[src/rtl/arbiter_rr_n.sv]
// N-requester arbiter, fixed-priority or round-robin, with a bounded grant hold.
// Latency: req sampled at a posedge, grant registered on that same edge (1 cycle).
// Backpressure: none; req is level-sensitive and is not latched, so a requester
//   that drops req before being granted is ignored.
//
// Ports:
//   clk       rising-edge clock
//   reset     asynchronous active-high reset; outputs clear at once
//   req       per-channel request, bit i = channel i
//   mode      0 = fixed priority (lowest index wins), 1 = round-robin
//   gnt       registered one-hot grant, zero when idle
//   gnt_valid high iff gnt != 0
//   gnt_id    index of the granted channel, 0 when idle
//   hold_cnt  cycles the current owner has held gnt, saturating at 255
module arbiter_rr_n #(
    parameter int N        = 4,
    parameter int HOLD_MAX = 8,
    parameter int ID_W     = 2
) (
    input  logic            clk,
    input  logic            reset,
    input  logic [N-1:0]    req,
    input  logic            mode,
    output logic [N-1:0]    gnt,
    output logic            gnt_valid,
    output logic [ID_W-1:0] gnt_id,
    output logic [7:0]      hold_cnt
);

    typedef enum logic {
        IDLE  = 1'b0,
        GRANT = 1'b1
    } state_t;

    localparam bit              HOLD_EN   = (HOLD_MAX != 0);
    localparam logic [7:0]      HOLD_LAST = HOLD_EN ? 8'(HOLD_MAX - 1) : 8'd0;
    localparam logic [ID_W-1:0] LAST_ID   = ID_W'(N - 1);
    localparam logic [ID_W:0]   N_W       = (ID_W + 1)'(N);

    state_t          state_q, state_d;
    logic [N-1:0]    gnt_q, gnt_d;
    logic [ID_W-1:0] id_q, id_d;
    logic [7:0]      hold_q, hold_d;
    logic [ID_W-1:0] ptr_q, ptr_d;

    logic            arb_a, arb_b, arb_c;
    logic [N-1:0]    others;
    logic [N-1:0]    cand;
    logic [ID_W-1:0] start;
    logic            found;
    logic [ID_W-1:0] win;

    always_comb begin : p_next
        logic [ID_W:0]   sum;
        logic [ID_W-1:0] idx;

        state_d = state_q;
        gnt_d   = gnt_q;
        id_d    = id_q;
        hold_d  = hold_q;
        ptr_d   = ptr_q;
        sum     = '0;
        idx     = '0;
        found   = 1'b0;
        win     = '0;

        others = req & ~gnt_q;
        arb_a  = (state_q == IDLE) && (|req);
        arb_b  = (state_q == GRANT) && !req[id_q];
        // Hold limit uses >= so that an owner kept past the limit (nobody else
        // waiting) is released on the first cycle another request shows up.
        arb_c  = (state_q == GRANT) && req[id_q] && HOLD_EN &&
                 (hold_q >= HOLD_LAST) && (|others);

        // A forced release excludes the current owner; a voluntary drop
        // already has the owner's bit clear in req.
        cand  = arb_c ? others : req;
        start = mode ? ptr_q : '0;

        // Circular search from start; fixed priority is the search from 0.
        for (int i = 0; i < N; i++) begin
            sum = {1'b0, start} + (ID_W + 1)'(i);
            if (sum >= N_W) begin
                sum = sum - N_W;
            end
            idx = sum[ID_W-1:0];
            if (!found && cand[idx]) begin
                found = 1'b1;
                win   = idx;
            end
        end

        if (arb_a || arb_b || arb_c) begin
            if (found) begin
                state_d = GRANT;
                gnt_d   = N'(1) << win;
                id_d    = win;
                hold_d  = 8'd0;
                ptr_d   = (win == LAST_ID) ? '0 : win + 1'b1;
            end else begin
                state_d = IDLE;
                gnt_d   = '0;
                id_d    = '0;
                hold_d  = 8'd0;
            end
        end else if ((state_q == GRANT) && (hold_q != 8'hFF)) begin
            hold_d = hold_q + 8'd1;
        end
    end

    always_ff @(posedge clk or posedge reset) begin
        if (reset) begin
            state_q <= IDLE;
            gnt_q   <= '0;
            id_q    <= '0;
            hold_q  <= 8'd0;
            ptr_q   <= '0;
        end else begin
            state_q <= state_d;
            gnt_q   <= gnt_d;
            id_q    <= id_d;
            hold_q  <= hold_d;
            ptr_q   <= ptr_d;
        end
    end

    assign gnt       = gnt_q;
    assign gnt_valid = |gnt_q;
    assign gnt_id    = id_q;
    assign hold_cnt  = hold_q;

endmodule

[config.mk]
export PLATFORM = sky130hd
export DESIGN_NAME = arbiter_rr_n
export DESIGN_NICKNAME = d
export VERILOG_FILES = /design/src/rtl/arbiter_rr_n.sv
export SDC_FILE = /design/constraint.sdc
export NUM_CORES = 1
export LEC_CHECK = 0
export CAP_MARGIN = 20
export CORE_MARGIN = 5
export CORE_UTILIZATION = 49
export DETAILED_ROUTE_END_ITERATION = 7
export PLACE_DENSITY_LB_ADDON = 0.15
export SETUP_SLACK_MARGIN = 0.5
export SYNTH_ARGS = -nofsm -noshare
export SYNTH_HDL_FRONTEND = slang
export SYNTH_SLANG_ARGS = --single-unit
[constraint.sdc]
create_clock -name clk -period 3.4 [get_ports clk]
set_clock_uncertainty 0.2 [all_clocks]
set_input_delay 0.85 -clock clk [delete_from_list [all_inputs] [get_ports clk]]
set_output_delay 0.85 -clock clk [all_outputs]
set_load 0.01 [all_outputs]
### After elaboration in Yosys (flattened, before gate mapping)

Index checks and enable logic that the tools add are counted.

| cells by class | value |
|---|---|
| muxes and demuxes | 30 |
| shift operators | 1 |
| equality and inequality tests | 2 |
| reductions and logical operators | 20 |
| order comparisons | 10 |
| add/sub/neg operators | 9 |
| bitwise operators | 3 |

Operators by type and width:

| cell | number |
|---|---|
| $mux W2 | 11 |
| $mux W8 | 2 |
| $lt A2 B3 Y1 const B | 5 |
| $reduce_or A4 Y1 | 3 |
| $bmux W1 S2 | 5 |
| $mux W1 | 10 |
| $ge A3 B3 Y1 const B | 3 |
| $logic_and A1 B1 Y1 | 9 |
| $add A8 B1 Y8 const B | 1 |
| $ge A8 B3 Y1 const B | 1 |
| $mux W4 | 2 |
| $ne A8 B8 Y1 const B | 1 |
| $sub A2 B1 Y2 const B | 4 |
| $add A2 B2 Y3 const B | 2 |
| $and A4 B4 Y4 | 1 |
| $logic_not A1 Y1 | 4 |
| $not A4 Y4 | 1 |
| $shl A1 B2 Y4 const A | 1 |
| $add A2 B1 Y3 const B | 1 |
| $ge A2 B3 Y1 const B | 1 |
| $add A2 B1 Y2 const B | 1 |
| $eq A2 B2 Y1 const B | 1 |
| $logic_or A1 B1 Y1 | 2 |
| $reduce_and A2 Y1 | 1 |
| other kinds (2) | 2 |

| storage, ports and cells | value |
|---|---|
| logic and storage cells | 80 |
| output and inout bits | 15 |
| register bits | 17 |
| bits of input ports | 7 |

### Longest topological paths before layout

Gate-level depths: netlist of the first run.

| logic depth | value |
|---|---|
| depth after elaboration | 20 |
| mapped depth | 11 |
| mapped depth without buffers | 11 |

### Worst setup path before layout of the first run

No wires, ideal clock.

| path | value |
|---|---|
| path type | input-to-reg |
| start | in mode |
| end | reg ptr_q[1] |
| path slack | 399 ps |
| data required time | 3075 ps |
| data arrival time | 2676 ps |
| path buffers | 1 |
| stages on the path | 9 |
| library setup time | 125 ps |
| cells stage by stage | buf_4 -> nand2_4 -> mux4_2 -> nand4_1 -> o2bb2a_4 -> o2111ai_2 -> nor2_1 -> ha_1 -> mux2_2 |

| on the way | value |
|---|---|
| longest elaborated chain between the ends | 17 |
| elaborated cells between the ends (all ways) | 42 |
| classes of those cells | add/sub: 8; order compare: 4; eq/ne: 1; mux: 22; reduce/logical: 7 |

Ends and longest elaborated chain:

| item | RTL line | text |
|---|---|---|
| start: declaration | 23 | `input logic mode,` |
| $mux W2 (*) | 78 | `start = mode ? ptr_q : '0;` |
| branches (longest 16 deep; another with $add A2 B1 Y3) | -- |  |
| end signal: assignment | 123 | `ptr_q <= ptr_d;` |
| end: declaration | 44 | `logic [ID_W-1:0] ptr_q, ptr_d;` |

Mark *: on every way between the ends. The select of a mux whose other input is x is not followed.
A chain may end at the register's enable or synchronous reset.

### Worst setup path in the final report of the first run

Same ends and word-level chain as after synthesis.

==> reports/qor.yml, run 1 <==
run_status: "completed"
post_synth_num_cell_types: 44
h_tree_levels: 1
timing.setup.tns_ns: 0
remaining_drc_errors: 0
synth_cells: 152
rsz0062_at_grt: "no"
diodes: 0
crit_chain: "buf_2 -> buf_6 -> nand2_8 -> mux4_2 -> nand4_1 -> o2bb2a_4 -> o2111ai_2 -> nor2_2 -> ha_1 -> mux2_2"
ys_warn_count: 0
power.switching_fraction_pct: 43.4
seq_area_frac_synth_pct: 30.5
synth-adder-area-share_pct: 4.48
cell_type_contributing_the_most_total_cell_area_after_synthesis: "sky130_fd_sc_hd__dfrtp_1"
ios: 22
post_synth.cell_area_avg_um2: 9.18
cts_inserted_buffers: 3
synthSimpleGateAreaFrac_pct: 19.9
first_global_vias: 1521
number_of_nets_produced_by_synthesis: 164
routed_wl_mm: 4.02
main_combinational_cell_family_by_area_after_synthesis: "compound AO/OA/AOI/OAI gates"
slew-limit-headroom_pct: 56.2
layout_commonest_cell: "sky130_fd_sc_hd__buf_4"
route.vias.total: 1421
synth_compound_area_share_pct: 25.0
cellLeakagePower_nw: 0.830
yosys_most_used_dff: "sky130_fd_sc_hd__dfrtp_1"
cts.sinks: 17
final_cell_mix: "31 x sky130_fd_sc_hd__buf_4, 17 x sky130_fd_sc_hd__dfrtp_1, 16 x sky130_fd_sc_hd__clkdlybuf4s50_1"
dp_hpwl_mm: 3.07
fp.dieW_um: 63.4
clock_power_share_pct: 8.5
power.density_cell_area_nw_per_um2: 663
switching_power_mw: 0.559
startpoint_type_of_the_worst_setup_path: "primary input"
clkTransAtPathRegs_ns: 0.10
cts.root.buffer_cell: "sky130_fd_sc_hd__clkbuf_4"
clk_latency_ns: 0.30
utilization_pct: 71.1
syn_area_um2: 1400
drt-pass1-iter-count: 4
drtIter0Drc: 91
crit_slowest_cell: "sky130_fd_sc_hd__mux4_2"
final.min_clock_period_ns: 2.81
tritoncts: "built"
arrival_ns: 2.80
gp_congestion: 0.906
placement.io_buffers: 21
grtUsageTotal_pct: 21.2
power.share.combinational_pct: 65.1
floorplan.die_area_um2: 4010
power.ir.vdd_worst_mv: 0.587
syn2layout_area_growth_pct: 39.3
post_route_cells_drive_above_1_share_pct: 29.6
timing.max_cap.violations: 0
netlist.area_leader.share_pct: 30.5
ant_nets: 0
die_y_um: 63.4
final_nets: 219
cellInternalPower_mw: 0.729
final-setup-viol-count: 0
placeableCoreArea_um2: 2730
final-max-slew-violation-count: 0
synth.area.mux_share_pct: 11.7
grt_remaining_overflow: 0
final.hold.worst_slack_ns: 0.383
clock_path_buffers: 2
worstMarginPinSlew_ns: 0.656
critPathKind: "primary input to flip-flop"
final.period_utilization_pct: 82.7
critPathCaptureType: "flip-flop"
post_synth_xor_area_fraction_pct: 3.77
grt_max_degree: 18
timing.critical_path.required_ns: 3.39
routed_wire_length_per_instance_um: 17.0
first_pass_grt_wire_length_mm: 6.97
async_set_reset_flop_share_out_of_synthesis_pct: 100
synth.area.top_cells: "sky130_fd_sc_hd__dfrtp_1 30%, sky130_fd_sc_hd__o21ai_0 5.7%, sky130_fd_sc_hd__mux2i_1 5.0%"
finalHoldViolCount: 0
achievable-frequency_mhz: 356
starting_utilization_of_the_core_area_pct: 51.0
core.rowCount: 19
power.sequential.fraction_pct: 26.4
crit_path_max_fanout: 5
yosys_register_bits: 17
slowest_delay_ns: 0.50
synth-edff-count: 0
via_per_inst: 6.00
worstHoldPathType: "flip-flop to flip-flop"
initial_antenna_violation_count: 0
-- sequential cells by signal (all words and copies together) (netlist names) --
register  flops
gnt_id        2
hold_cnt      8
gnt           4
ptr_q         2
state_q       1
-- power by group through the flow --
stage | Combinational, mW | Sequential, mW | Clock (mW)
finish | 0.839 | 0.340 | 0.109
CTS | 0.820 | 0.337 | 0.112
floorplan | 0.463 | 0.339 | 0
global route | 0.912 | 0.349 | 0.121
detailed placement | 0.790 | 0.340 | 0
global placement | 0.776 | 0.335 | 0
-- kinds of logic after synthesis --
| logic type | Yosys count |
|---|---|
| buffers and inverters | 13 |
| AOI/OAI and AO/OA | 44 |
| adders and majority gates | 5 |
| xor gates and xnor gates | 6 |
| DFF | 17 |
| and+or+nand+nor | 55 |
| muxes | 12 |
-- final cells by class --
cell class / count / area, µm²
Sequential cell: 17 / 425
Timing Repair Buffer: 54 / 437
Inverter: 9 / 33.8
Fill cell: 219 / 791
Multi-Input combinational cell: 122 / 982
Tap cell: 31 / 38.8
Clock buffer: 4 / 26.3
-- through the flow --
step	total power, mW	instances	cell area (µm²)	setup WS, ns
after floorplan	0.802	152	1420	0.495
after detailed placement	1.13	223	1800	-0.203
after global routing	1.38	237	1940	0.511
after global placement	1.11	223	1800	-0.179
after CTS	1.27	237	1930	0.514
final	1.29	237	1940	0.587
-- path summary, 6_finish.rpt --
kind	startpoint	slack [ns]	cells after the start	end
worst max register to register	hold_cnt[0]	0.63	9	ptr_q[1]
worst min register to register	hold_cnt[1]	0.38	2	hold_cnt[1]
max in group asynchronous	reset	1.84	2	gnt[0]
min in group asynchronous	reset	0.73	2	ptr_q[0]
worst min-delay path	hold_cnt[1]	0.38	2	hold_cnt[1]
worst max-delay path	mode	0.59	10	ptr_q[1]
-- synthesized netlist by cell type (all sizes together), types with 2 or more instances --
cell     number
nor3          2
nand3        12
mux2          2
nor2         13
nand4         5
ha            5
a21o          2
nand2        12
o2111ai       2
a41oi         4
dfrtp        17
inv           9
buf           3
xnor2         2
a21oi         6
nand2b        3
o22ai         2
o21a          3
o21ai        18
xor2          4
mux4          3
or3           2
mux2i         7
-- layer usage --
layer	track usage, %	wire length, µm
met3	3.37	189
met5	0	0
met2	37.6	2040
met1	24.8	1700
met4	9.61	92
-- worst max-delay path, delay by kind of cell --
family	cells	cell delay (ns)
muxes	2	0.76
AOI/OAI and AO/OA	2	0.36
and+or+nand+nor	3	0.29
buffers and inverters	2	0.27
adders and majority gates	1	0.26
-- what timing repair did --
item                                    in CTS  in global routing
setup buffers                                9                  0
hold buffers                                 0                  0
endpoints found under the setup margin       8                  5
gates cloned                                 1                  0
endpoints found under the hold margin        0                  0
resized for setup                           23                 12
pin swaps                                    6                  6
(Power assumes the default switching activity.)
==> run 2: changes to the inputs <==
==> constraint.sdc (replaced) <==
create_clock -name clk -period 2.6 [get_ports clk]
set_clock_uncertainty 0.2 [all_clocks]
set_input_delay 0.65 -clock clk [delete_from_list [all_inputs] [get_ports clk]]
set_output_delay 0.65 -clock clk [all_outputs]
set_load 0.01 [all_outputs]
==> reports/qor.yml, run 2 (synthesis gave the netlist of run 1 again) <==
met1_usage_pct: 32.0  # +7.2 points
critPathKind: "flip-flop to flip-flop"
ios: 22  # unchanged
detailedPlace.worstSlack_ns: -0.688  # -0.486 ns
multi_input_comb_area_um2: 1130  # +15%
final_nets: 254  # +16%
arrival_ns: 2.60  # -0.20 ns
route.vias.total: 1672  # +18%
final_cell_mix: "57 x sky130_fd_sc_hd__buf_4, 14 x sky130_fd_sc_hd__dfrtp_1, 12 x sky130_fd_sc_hd__nor2_1"
cts_inserted_buffers: 3  # unchanged
gp_congestion: 1.07  # +18%
worstHoldPathType: "flip-flop to flip-flop"
max_reg_flops: 8  # unchanged
placeableCoreArea_um2: 2730  # unchanged
worstMarginPinSlew_ns: 0.666  # +0.0101 ns
finalHoldViolCount: 0  # unchanged
power.density_cell_area_nw_per_um2: 911  # +37%
power.ir.vdd_worst_mv: 0.802  # +37%
layout_commonest_cell: "sky130_fd_sc_hd__buf_4"
clock_path_buffers: 2  # unchanged
grt_max_degree: 18  # unchanged
critPathCaptureType: "flip-flop"
floorplan.die_area_um2: 4010  # unchanged
placed_cells: 245  # +9.9%
final.hold.worst_slack_ns: 0.372  # -0.0105 ns
routed_wire_length_per_instance_um: 19.8  # +17%
via_per_inst: 6.15  # +2.5%
timing.critical_path.required_ns: 2.61  # -0.78 ns
crit_path_max_fanout: 6  # +1
cts.sinks: 17  # unchanged
grt-busiest-layer: "met2"
final-seq-area_um2: 429  # +0.88%
dp_hpwl_mm: 3.34  # +8.5%
finish.cell_count_without_fillers: 272  # +15%
first_pass_grt_wire_length_mm: 7.76  # +11%
core.rowCount: 19  # unchanged
cellLeakagePower_nw: 1.09  # +31%
first_global_vias: 1653  # +8.7%
timing.setup.tns_ns: 0  # unchanged
routed_wl_mm: 5.39  # +34%
starting_utilization_of_the_core_area_pct: 51.0  # unchanged
final-max-slew-violation-count: 0  # unchanged
initial_antenna_violation_count: 0  # unchanged
grt_remaining_overflow: 0  # unchanged
post_route_cells_drive_above_1_share_pct: 54.4  # +25 points
cts.root.buffer_cell: "sky130_fd_sc_hd__clkbuf_4"
cpMostUsedCell: "sky130_fd_sc_hd__buf_4"
diodes: 0  # unchanged
postLayoutCellArea_um2: 2390  # +23%
post_dp_cell_area_um2: 1980  # +10%
gr-usage-met2_pct: 38.5  # +0.89 points
worst_hold_path.num_cells: 1  # -1
rsz0062_at_grt: "yes"
slew-limit-headroom_pct: 55.5  # -0.68 points
fin_ws_ns: 0.0117  # -0.576 ns
fp.dieW_um: 63.4  # unchanged
drtIter0Drc: 127  # +40%
clkTransAtPathRegs_ns: 0.12  # +0.02 ns
run_status: "completed"
grt.met3_usage_pct: 5.51  # +2.1 points
final.min_clock_period_ns: 2.59
slowest_delay_ns: 0.42  # -0.08 ns
tritoncts: "built"
timing.max_cap.violations: 0  # unchanged
crit_chain: "buf_12 -> buf_4 -> nand3_1 -> o21ai_1 -> a41oi_2 -> buf_4 -> nand3b_1 -> o2111ai_4 -> nor2_2 -> ha_2 -> mux2_4"
crit_slowest_cell: "sky130_fd_sc_hd__dfrtp_1"
die_y_um: 63.4  # unchanged
holdBufCountCts: 0  # unchanged
placement.io_buffers: 21  # unchanged
grtUsageTotal_pct: 24.0  # +2.8 points
final-setup-viol-count: 0  # unchanged
syn2layout_area_growth_pct: 71.7
final.period_utilization_pct: 99.5
remaining_drc_errors: 0  # unchanged
filler_cell_count: 148  # -32%
clk_latency_ns: 0.31  # about the same
drt-pass1-iter-count: 5  # +1
achievable-frequency_mhz: 386
startpoint_type_of_the_worst_setup_path: "flip-flop"
h_tree_levels: 1  # unchanged
r2r.worst_path.cells: 11  # +2
ant_nets: 0  # unchanged
==> run 2: where the power goes <==
group,internal (mW),switching [mW]
registers,0.341,0.0983
logic,0.823,0.767
clock network,0.0587,0.0949
total,1.22,0.960
==> run 2: timing repair <==
action | CTS | global route
pin swaps | 16 | 19
endpoints found under the hold margin | 0 | 0
resized for setup | 58 | 48
cloned | 0 | 0
buffers inserted | 19 | 4
endpoints found under the setup margin | 30 | 17
==> run 2: final timing paths <==
kind	slack [ns]	endpoint	start
max	0.01	ptr_q[1]	ptr_q[0]
min	0.37	gnt_id[0]	gnt_id[0]
max reg2reg	0.01	ptr_q[1]	ptr_q[0]
min reg2reg	0.37	gnt_id[0]	gnt_id[0]
max in group asynchronous	1.18	gnt_id[1]	reset
min in group asynchronous	0.52	ptr_q[0]	reset
==> run 2: final cells by class <==
cell class / count / share of cell area, %
timing repair buffer: 89 / 30.4
multi-input combinational: 122 / 47.3
inverter: 9 / 1.52
clock inverter: 1 / 0.313
clock buffer: 3 / 0.940
sequential: 17 / 17.9
tap: 31 / 1.62
==> run 2: critical path: cells and delay by family (launching register included) <==
family,cells,cell delay [ns]
buf+inv,3,0.46
mux,1,0.25
simple gates,3,0.33
flops,1,0.42
fa+ha+maj,1,0.27
compound gates,3,0.55
==> run 2: stage by stage <==
step / total power, mW / utilization (%)
floorplan: 1.06 / -
global placement: 1.61 / 72.5
detailed placement: 1.64 / 72.5
CTS: 1.95 / 81.9
global route: 2.30 / 87.6
finish: 2.18 / 87.6
==> run 2: routing by layer <==
layer,routed length (µm),part of all wire (%)
met5,0,0
met2,2550,47
met1,2220,41
met3,494,9.2
met4,125,2.3
